[src/rtl/lc3_ctrl_pkg.sv]
// Shared definitions for the LC3 pipeline controller: opcodes, the mem_state
// encoding, the FSM state type and the opcode-class helper functions.
package lc3_ctrl_pkg;

    localparam logic [3:0] OP_BR  = 4'b0000;
    localparam logic [3:0] OP_ADD = 4'b0001;
    localparam logic [3:0] OP_LD  = 4'b0010;
    localparam logic [3:0] OP_ST  = 4'b0011;
    localparam logic [3:0] OP_AND = 4'b0101;
    localparam logic [3:0] OP_LDR = 4'b0110;
    localparam logic [3:0] OP_STR = 4'b0111;
    localparam logic [3:0] OP_NOT = 4'b1001;
    localparam logic [3:0] OP_LDI = 4'b1010;
    localparam logic [3:0] OP_STI = 4'b1011;
    localparam logic [3:0] OP_JMP = 4'b1100;
    localparam logic [3:0] OP_LEA = 4'b1110;

    localparam logic [1:0] MS_RD   = 2'd0;
    localparam logic [1:0] MS_WR   = 2'd1;
    localparam logic [1:0] MS_IND  = 2'd2;
    localparam logic [1:0] MS_IDLE = 2'd3;

    typedef enum logic [3:0] {
        S_FILL0,
        S_FILL1,
        S_FILL2,
        S_RUN,
        S_MEM_IND,
        S_MEM_RD,
        S_MEM_WR,
        S_MEM_EXIT,
        S_CTRL_WAIT
    } ctrl_state_e;

    function automatic logic is_alu(input logic [15:0] instr);
        return (instr[15:12] == OP_ADD) || (instr[15:12] == OP_AND) ||
               (instr[15:12] == OP_NOT) || (instr[15:12] == OP_LEA);
    endfunction

    function automatic logic is_load(input logic [15:0] instr);
        return (instr[15:12] == OP_LD) || (instr[15:12] == OP_LDR) ||
               (instr[15:12] == OP_LDI);
    endfunction

    function automatic logic is_store(input logic [15:0] instr);
        return (instr[15:12] == OP_ST) || (instr[15:12] == OP_STR) ||
               (instr[15:12] == OP_STI);
    endfunction

    function automatic logic is_ctrl(input logic [15:0] instr);
        return (instr[15:12] == OP_BR) || (instr[15:12] == OP_JMP);
    endfunction

endpackage

[src/rtl/lc3_controller_if.sv]
// Control-out bus between the LC3 pipeline and its controller.
// master = controller side, slave = pipeline/datapath side.
interface lc3_controller_if;
    logic        complete_data;
    logic        complete_instr;
    logic [15:0] IR;
    logic [15:0] IR_Exec;
    logic [15:0] IMem_dout;
    logic [2:0]  psr;

    logic        bypass_alu_1;
    logic        bypass_alu_2;
    logic        bypass_mem_1;
    logic        bypass_mem_2;
    logic        enable_fetch;
    logic        enable_decode;
    logic        enable_execute;
    logic        enable_writeback;
    logic        enable_updatePC;
    logic [1:0]  mem_state;
    logic        br_taken;

    modport master (
        input  complete_data, complete_instr, IR, IR_Exec, IMem_dout, psr,
        output bypass_alu_1, bypass_alu_2, bypass_mem_1, bypass_mem_2,
               enable_fetch, enable_decode, enable_execute, enable_writeback,
               enable_updatePC, mem_state, br_taken
    );

    modport slave (
        output complete_data, complete_instr, IR, IR_Exec, IMem_dout, psr,
        input  bypass_alu_1, bypass_alu_2, bypass_mem_1, bypass_mem_2,
               enable_fetch, enable_decode, enable_execute, enable_writeback,
               enable_updatePC, mem_state, br_taken
    );
endinterface

[src/rtl/lc3_bypass_unit.sv]
// Forwarding compare: flags when an operand of the instruction in decode
// (ir_i) is the destination of the ALU instruction that just executed.
module lc3_bypass_unit
    import lc3_ctrl_pkg::*;
(
    input  logic [15:0] ir_i,
    input  logic [15:0] ir_exec_i,
    input  logic        en_i,
    output logic        bypass_alu_1_o,
    output logic        bypass_alu_2_o,
    output logic        bypass_mem_1_o,
    output logic        bypass_mem_2_o
);

    logic [3:0] op;
    logic [2:0] dr;
    logic       src_ok;
    logic       unused_ir_bits;

    assign op             = ir_i[15:12];
    assign dr             = ir_exec_i[11:9];
    assign src_ok         = en_i && is_alu(ir_exec_i);
    assign unused_ir_bits = ^ir_i[4:3];

    // Register-number compare per operand slot, gated by producer class and state.
    always_comb begin
        bypass_alu_1_o = src_ok &&
                         ((op == OP_ADD) || (op == OP_AND) || (op == OP_NOT)) &&
                         (ir_i[8:6] == dr);
        bypass_alu_2_o = src_ok &&
                         ((op == OP_ADD) || (op == OP_AND)) &&
                         !ir_i[5] && (ir_i[2:0] == dr);
        bypass_mem_1_o = src_ok &&
                         ((op == OP_LDR) || (op == OP_STR)) &&
                         (ir_i[8:6] == dr);
        bypass_mem_2_o = src_ok &&
                         ((op == OP_ST) || (op == OP_STR) || (op == OP_STI)) &&
                         (ir_i[11:9] == dr);
    end

endmodule

[src/rtl/lc3_controller.sv]
// LC3 pipeline controller: Moore FSM for stage enables and mem_state,
// combinational branch resolution and operand forwarding.
//
// state       | meaning
// FILL0       | pipeline empty, only fetch running
// FILL1       | fetch + decode running
// FILL2       | fetch + decode + execute running
// RUN         | all stages running
// MEM_IND     | pointer read for LDI/STI, pipeline frozen
// MEM_RD      | data read, pipeline frozen
// MEM_WR      | data write, pipeline frozen
// MEM_EXIT    | one-cycle resume; writeback only for loads
// CTRL_WAIT   | 3-cycle fetch/PC stall while a BR/JMP resolves
module lc3_controller
    import lc3_ctrl_pkg::*;
(
    input  logic                    clock,
    input  logic                    reset,
    lc3_controller_if.master        bus
);

    ctrl_state_e state_q, state_d;
    logic [1:0]  cnt_q, cnt_d;
    logic        ld_q, ld_d;      // memory op in flight is a load

    logic [4:0]  en_vec;          // fetch, decode, execute, writeback, updatePC
    logic [1:0]  mem_state;
    logic        byp_en;
    logic        fill;
    logic [3:0]  exec_op;

    assign exec_op = bus.IR_Exec[15:12];

    // State register with synchronous active-low reset.
    always_ff @(posedge clock) begin
        if (!reset) begin
            state_q <= S_FILL0;
            cnt_q   <= 2'd0;
            ld_q    <= 1'b0;
        end else begin
            state_q <= state_d;
            cnt_q   <= cnt_d;
            ld_q    <= ld_d;
        end
    end

    // Next-state logic and Moore decode of enables / mem_state.
    always_comb begin
        state_d   = state_q;
        cnt_d     = cnt_q;
        ld_d      = ld_q;
        en_vec    = 5'b00000;
        mem_state = MS_IDLE;
        unique case (state_q)
            S_FILL0: begin
                en_vec  = 5'b10001;
                state_d = S_FILL1;
            end
            S_FILL1: begin
                en_vec  = 5'b11001;
                state_d = S_FILL2;
            end
            S_FILL2: begin
                en_vec  = 5'b11101;
                state_d = S_RUN;
            end
            S_RUN: begin
                en_vec = 5'b11111;
                // The opcode class is captured here; IR_Exec is not re-examined
                // for the load/store decision while the memory access is stalled.
                if (is_load(bus.IR_Exec) || is_store(bus.IR_Exec)) begin
                    ld_d = is_load(bus.IR_Exec);
                    if ((exec_op == OP_LDI) || (exec_op == OP_STI))
                        state_d = S_MEM_IND;
                    else if (is_load(bus.IR_Exec))
                        state_d = S_MEM_RD;
                    else
                        state_d = S_MEM_WR;
                end else if (is_ctrl(bus.IMem_dout) && bus.complete_instr) begin
                    state_d = S_CTRL_WAIT;
                    cnt_d   = 2'd2;
                end
            end
            S_MEM_IND: begin
                mem_state = MS_IND;
                if (bus.complete_data)
                    state_d = ld_q ? S_MEM_RD : S_MEM_WR;
            end
            S_MEM_RD: begin
                mem_state = MS_RD;
                if (bus.complete_data)
                    state_d = S_MEM_EXIT;
            end
            S_MEM_WR: begin
                mem_state = MS_WR;
                if (bus.complete_data)
                    state_d = S_MEM_EXIT;
            end
            S_MEM_EXIT: begin
                en_vec  = {3'b111, ld_q, 1'b1};
                state_d = S_RUN;
            end
            S_CTRL_WAIT: begin
                en_vec = 5'b01110;
                if (cnt_q == 2'd0)
                    state_d = S_RUN;
                else
                    cnt_d = cnt_q - 2'd1;
            end
            default: begin
                en_vec  = 5'b10001;
                state_d = S_FILL0;
            end
        endcase
    end

    assign fill   = (state_q == S_FILL0) || (state_q == S_FILL1) || (state_q == S_FILL2);
    assign byp_en = (state_q == S_RUN) || (state_q == S_MEM_EXIT);

    // Branch resolution on the instruction that just executed.
    always_comb begin
        bus.br_taken = 1'b0;
        if (!fill) begin
            if (exec_op == OP_JMP)
                bus.br_taken = 1'b1;
            else if (exec_op == OP_BR)
                bus.br_taken = |(bus.IR_Exec[11:9] & bus.psr);
        end
    end

    assign bus.enable_fetch     = en_vec[4];
    assign bus.enable_decode    = en_vec[3];
    assign bus.enable_execute   = en_vec[2];
    assign bus.enable_writeback = en_vec[1];
    assign bus.enable_updatePC  = en_vec[0];
    assign bus.mem_state        = mem_state;

    lc3_bypass_unit u_bypass (
        .ir_i           (bus.IR),
        .ir_exec_i      (bus.IR_Exec),
        .en_i           (byp_en),
        .bypass_alu_1_o (bus.bypass_alu_1),
        .bypass_alu_2_o (bus.bypass_alu_2),
        .bypass_mem_1_o (bus.bypass_mem_1),
        .bypass_mem_2_o (bus.bypass_mem_2)
    );

endmodule
[src/flat_wrapper.sv]
// flat-port wrapper written by rule: the top's interface ports become plain ports
module lc3_controller_flat import lc3_ctrl_pkg::*;
  (clock, reset, bus_complete_data, bus_complete_instr, bus_IR, bus_IR_Exec, bus_IMem_dout, bus_psr, bus_bypass_alu_1, bus_bypass_alu_2, bus_bypass_mem_1, bus_bypass_mem_2, bus_enable_fetch, bus_enable_decode, bus_enable_execute, bus_enable_writeback, bus_enable_updatePC, bus_mem_state, bus_br_taken);
  lc3_controller_if bus_i ();
  input  logic clock;
  input  logic reset;
  input wire logic [$bits(bus_i.complete_data)-1:0] bus_complete_data;
  input wire logic [$bits(bus_i.complete_instr)-1:0] bus_complete_instr;
  input wire logic [$bits(bus_i.IR)-1:0] bus_IR;
  input wire logic [$bits(bus_i.IR_Exec)-1:0] bus_IR_Exec;
  input wire logic [$bits(bus_i.IMem_dout)-1:0] bus_IMem_dout;
  input wire logic [$bits(bus_i.psr)-1:0] bus_psr;
  output wire logic [$bits(bus_i.bypass_alu_1)-1:0] bus_bypass_alu_1;
  output wire logic [$bits(bus_i.bypass_alu_2)-1:0] bus_bypass_alu_2;
  output wire logic [$bits(bus_i.bypass_mem_1)-1:0] bus_bypass_mem_1;
  output wire logic [$bits(bus_i.bypass_mem_2)-1:0] bus_bypass_mem_2;
  output wire logic [$bits(bus_i.enable_fetch)-1:0] bus_enable_fetch;
  output wire logic [$bits(bus_i.enable_decode)-1:0] bus_enable_decode;
  output wire logic [$bits(bus_i.enable_execute)-1:0] bus_enable_execute;
  output wire logic [$bits(bus_i.enable_writeback)-1:0] bus_enable_writeback;
  output wire logic [$bits(bus_i.enable_updatePC)-1:0] bus_enable_updatePC;
  output wire logic [$bits(bus_i.mem_state)-1:0] bus_mem_state;
  output wire logic [$bits(bus_i.br_taken)-1:0] bus_br_taken;
  assign bus_i.complete_data = bus_complete_data;
  assign bus_i.complete_instr = bus_complete_instr;
  assign bus_i.IR = bus_IR;
  assign bus_i.IR_Exec = bus_IR_Exec;
  assign bus_i.IMem_dout = bus_IMem_dout;
  assign bus_i.psr = bus_psr;
  assign bus_bypass_alu_1 = bus_i.bypass_alu_1;
  assign bus_bypass_alu_2 = bus_i.bypass_alu_2;
  assign bus_bypass_mem_1 = bus_i.bypass_mem_1;
  assign bus_bypass_mem_2 = bus_i.bypass_mem_2;
  assign bus_enable_fetch = bus_i.enable_fetch;
  assign bus_enable_decode = bus_i.enable_decode;
  assign bus_enable_execute = bus_i.enable_execute;
  assign bus_enable_writeback = bus_i.enable_writeback;
  assign bus_enable_updatePC = bus_i.enable_updatePC;
  assign bus_mem_state = bus_i.mem_state;
  assign bus_br_taken = bus_i.br_taken;
  lc3_controller u_core (.clock(clock), .reset(reset), .bus(bus_i));
endmodule
[config.mk]
export PLATFORM = sky130hd
export DESIGN_NAME = lc3_controller_flat
export DESIGN_NICKNAME = d
export VERILOG_FILES = /design/src/rtl/lc3_ctrl_pkg.sv /design/src/rtl/lc3_controller_if.sv /design/src/rtl/lc3_bypass_unit.sv /design/src/rtl/lc3_controller.sv /design/src/flat_wrapper.sv
export SDC_FILE = /design/constraint.sdc
export NUM_CORES = 1
export LEC_CHECK = 0
export ABC_CLOCK_PERIOD_IN_PS = 1600
export CAP_MARGIN = 10
export CORE_ASPECT_RATIO = 1.75
export CORE_MARGIN = 4
export CORE_UTILIZATION = 29
export CTS_BUF_LIST = sky130_fd_sc_hd__clkbuf_8
export DETAILED_ROUTE_END_ITERATION = 12
export GPL_ROUTABILITY_DRIVEN = 0
export PLACE_DENSITY = 0.78
export SYNTH_ARGS = -nofsm -noshare
export SYNTH_HDL_FRONTEND = slang
export SYNTH_SLANG_ARGS = --single-unit
[constraint.sdc]
create_clock -name clock -period 1.6 [get_ports clock]
set_input_delay 0.16 -clock clock [delete_from_list [all_inputs] [get_ports clock]]
set_output_delay 0.16 -clock clock [all_outputs]
set_load 0.05 [all_outputs]
==> results <==
final cells by class:
class | count | area, sq um
fillers | 178 | 726
well taps | 26 | 32.5
repair buffers | 79 | 827
flip-flops and latches | 7 | 153
multi-input cells | 82 | 724
clock inverters | 1 | 3.75
clock buffers | 3 | 41.3
inverters | 4 | 15.0
through the flow:
step / instance area (sq um) / util / power, W / instances / hold WS (ps)
global route: 1800 / 0.712 / 0.00132 / 202 / 540
global placement: 1590 / 0.631 / 0.000925 / 191 / 485
floorplan: 852 / - / 0.000606 / 98 / 278
CTS: 1700 / 0.673 / 0.00123 / 196 / 505
detailed placement: 1590 / 0.631 / 0.000949 / 191 / 496
finish: 1800 / 0.712 / 0.00127 / 202 / 502
sequential cells by signal (all words and copies together), names as in the netlist:
name,flops
u_core.ld_q,1
u_core.cnt_q,2
u_core.state_q,4
worst max-delay path by stage:
stage | startpoint | to | slack [ps] | cells after the start
6_report | u_core.state_q[0]$_SDFFE_PN0P_ | bus_bypass_alu_1 | -300 | 5
4_1_cts | u_core.state_q[1]$_SDFFE_PN0P_ | bus_bypass_alu_1 | -390 | 5
5_1_grt | u_core.state_q[0]$_SDFFE_PN0P_ | bus_bypass_alu_1 | -360 | 5
3_3_place_gp | bus_IR_Exec[15] | bus_bypass_alu_1 | -530 | 7
2_1_floorplan | u_core.state_q[2]$_SDFFE_PN0P_ | bus_br_taken | -390 | 3
3_5_place_dp | bus_IR_Exec[15] | bus_bypass_alu_1 | -550 | 7
synth_stat cells (all sizes together), types with 2 or more instances:
library cell / n / share of area
xor2: 9 / 0.10
dfxtp: 7 / 0.18
nand2: 6 / 0.036
nand2b: 5 / 0.041
nor2b: 5 / 0.041
nor3: 5 / 0.039
a21oi: 4 / 0.026
inv: 4 / 0.020
nand3: 4 / 0.026
nor2: 4 / 0.020
buf: 3 / 0.034
nor3b: 3 / 0.036
nor4: 3 / 0.025
o21ai: 3 / 0.020
a2111oi: 2 / 0.023
and2: 2 / 0.016
clkbuf: 2 / 0.0098
mux2i: 2 / 0.026
o31ai: 2 / 0.020
or4: 2 / 0.025
or4b: 2 / 0.026
xnor2: 2 / 0.023
where the power goes:
group / switching, W / leakage (nW) / total [W] / internal (W)
Sequential: 0.0000255 / 0.0594 / 0.000226 / 0.000200
Clock: 0.0000982 / 0.0269 / 0.000266 / 0.000168
Combinational: 0.000387 / 0.701 / 0.000778 / 0.000391
Total: 0.000511 / 0.787 / 0.00127 / 0.000759
what timing repair did:
item,4_1_cts,5_1_grt
gates resized for setup,39,13
pin swaps,10,12
setup endpoints to repair,15,15
buffers inserted,2,7
hold buffers,0,0
per-layer routing:
layer | global-route usage | wire [um] | up-vias | part of all wire
met4 | 0.0914 | 118 | 0 | 0.038
met1 | 0.173 | 963 | 510 | 0.31
met2 | 0.328 | 1800 | 60 | 0.59
met3 | 0.0236 | 191 | 9 | 0.062
li1 | - | - | 517 | -
met5 | 0 | 0 | - | 0
logic make-up (layout without fill, tap and decap cells):
logic type | Yosys count | in the layout
AOI/OAI and AO/OA | 20 | 20
xor gates and xnor gates | 11 | 11
adders and majority gates | 1 | 1
buffers and inverters | 9 | 87
DFF | 7 | 7
muxes | 2 | 2
and+or+nand+nor | 48 | 48
==> metrics.yaml <==
maxCapViolations: 0
reg2reg_from: "u_core.state_q[3]$_SDFFE_PN0P_"
powerDensity_nw_per_um2: 707
final_common_cell: "buf_4"
grt.overflow.total: 0
cts.sinks: 7
period_needed_ps: 1900
wl_per_cell_um: 15.2
avgViaCountPerCell: 5.43
synth_mux_area_frac: 0.0261
wirelength_mm: 3.07
pin_count: 67
final-setup-viol-count: 14
period_share: 1.19
fin_setup_tns_ps: -2760
worst-path-max-fanout: 3
rsz0062_at_grt: "yes"
synth_top_family_by_area: "simple AND/OR/NAND/NOR gates"
p_leak_nw: 0.787
drv_slew: 0
grt_pass1_wl_mm: 4.83
fmax_ghz: 0.527
antennaDiodeCount: 0
ant_nets: 0
vias: 1096
num_rows: 24
drt-initial-drc-count: 26
drive_above_1_share: 0.449
ir_drop_mv: 0.437
min_to: "u_core.cnt_q[1]$_SDFFE_PN0P_"
cts_made_buffers: 3
clock_skew_ps: 5.62
synth.ff_latch_count: 7
path_cells: "nand2_4 > a211o_1 > or4_4 > nor3b_4 > buf_12"
timing.slew.headroom: 0.731
tightest_slew_ps: 393
synth_cell_types: 45
die_w_um: 46.8
synth_nets: 154
synth_enable_flop_cells: 0
r2r_slack_ps: -200
coreArea_sq_um: 2520
arrival_ps: 1740
yosys.area_share.simple: 0.400
drc: 0
synth_cells: 98
yosys.area_share.adder: 0.0163
critPathKind: "reg2out"
area.growth.synth_to_final_pct: 135
synthesis.yosys.warnings: 0
die_h_um: 76.0
synthXorXnorAreaFrac: 0.126
pre_cts_ws_ps: -554
clk_latency_ps: 240
ys_seq_area_frac: 0.183
syn_area_per_cell_sq_um: 7.81
r2r-end: "u_core.state_q[0]$_SDFFE_PN0P_"
synth_compound_area_frac: 0.185
status: "finished with violations"
hp-class: "reg2reg"
htreeDepth: 1
fin_ws_ps: -298
min_path_cells: 1
end_kind: "primary output"
ys.flop_type: "dfxtp_1"
critPathLaunchType: "register"
worstPathRequired_ps: 1440
clockBufferDepth: 2
min_from: "u_core.cnt_q[1]$_SDFFE_PN0P_"
synthArstFlopShare: 0
finalNetCount: 233
dpl.hpwl_mm: 2.48
r2r_cells: 7
die_area_sq_um: 3560
initial_utilization: 0.304
path_buf_inv: 1
crit_family: "simple AND/OR/NAND/NOR gates"
grt_max_degree: 12
cts_tree: "done"
clkTransAtPathRegs_ps: 40
root_buffer: "clkbuf_8"
cpMaxStageDelayCell: "or4_4"
grt_usage: 0.178
final_cell_mix: "buf_4 (29), clkdlybuf4s50_1 (15), buf_12 (10)"
cp_slowest_stage_delay_ps: 460
portBuffers: 43
grt_pass1_vias: 1167
antenna_found_initial: 0
hold_viol_final: 0
synth.cell_area_sq_um: 766
first_pass_iters: 4
violations: "setup timing"
Note: power is estimated with default switching activity, not from simulation.
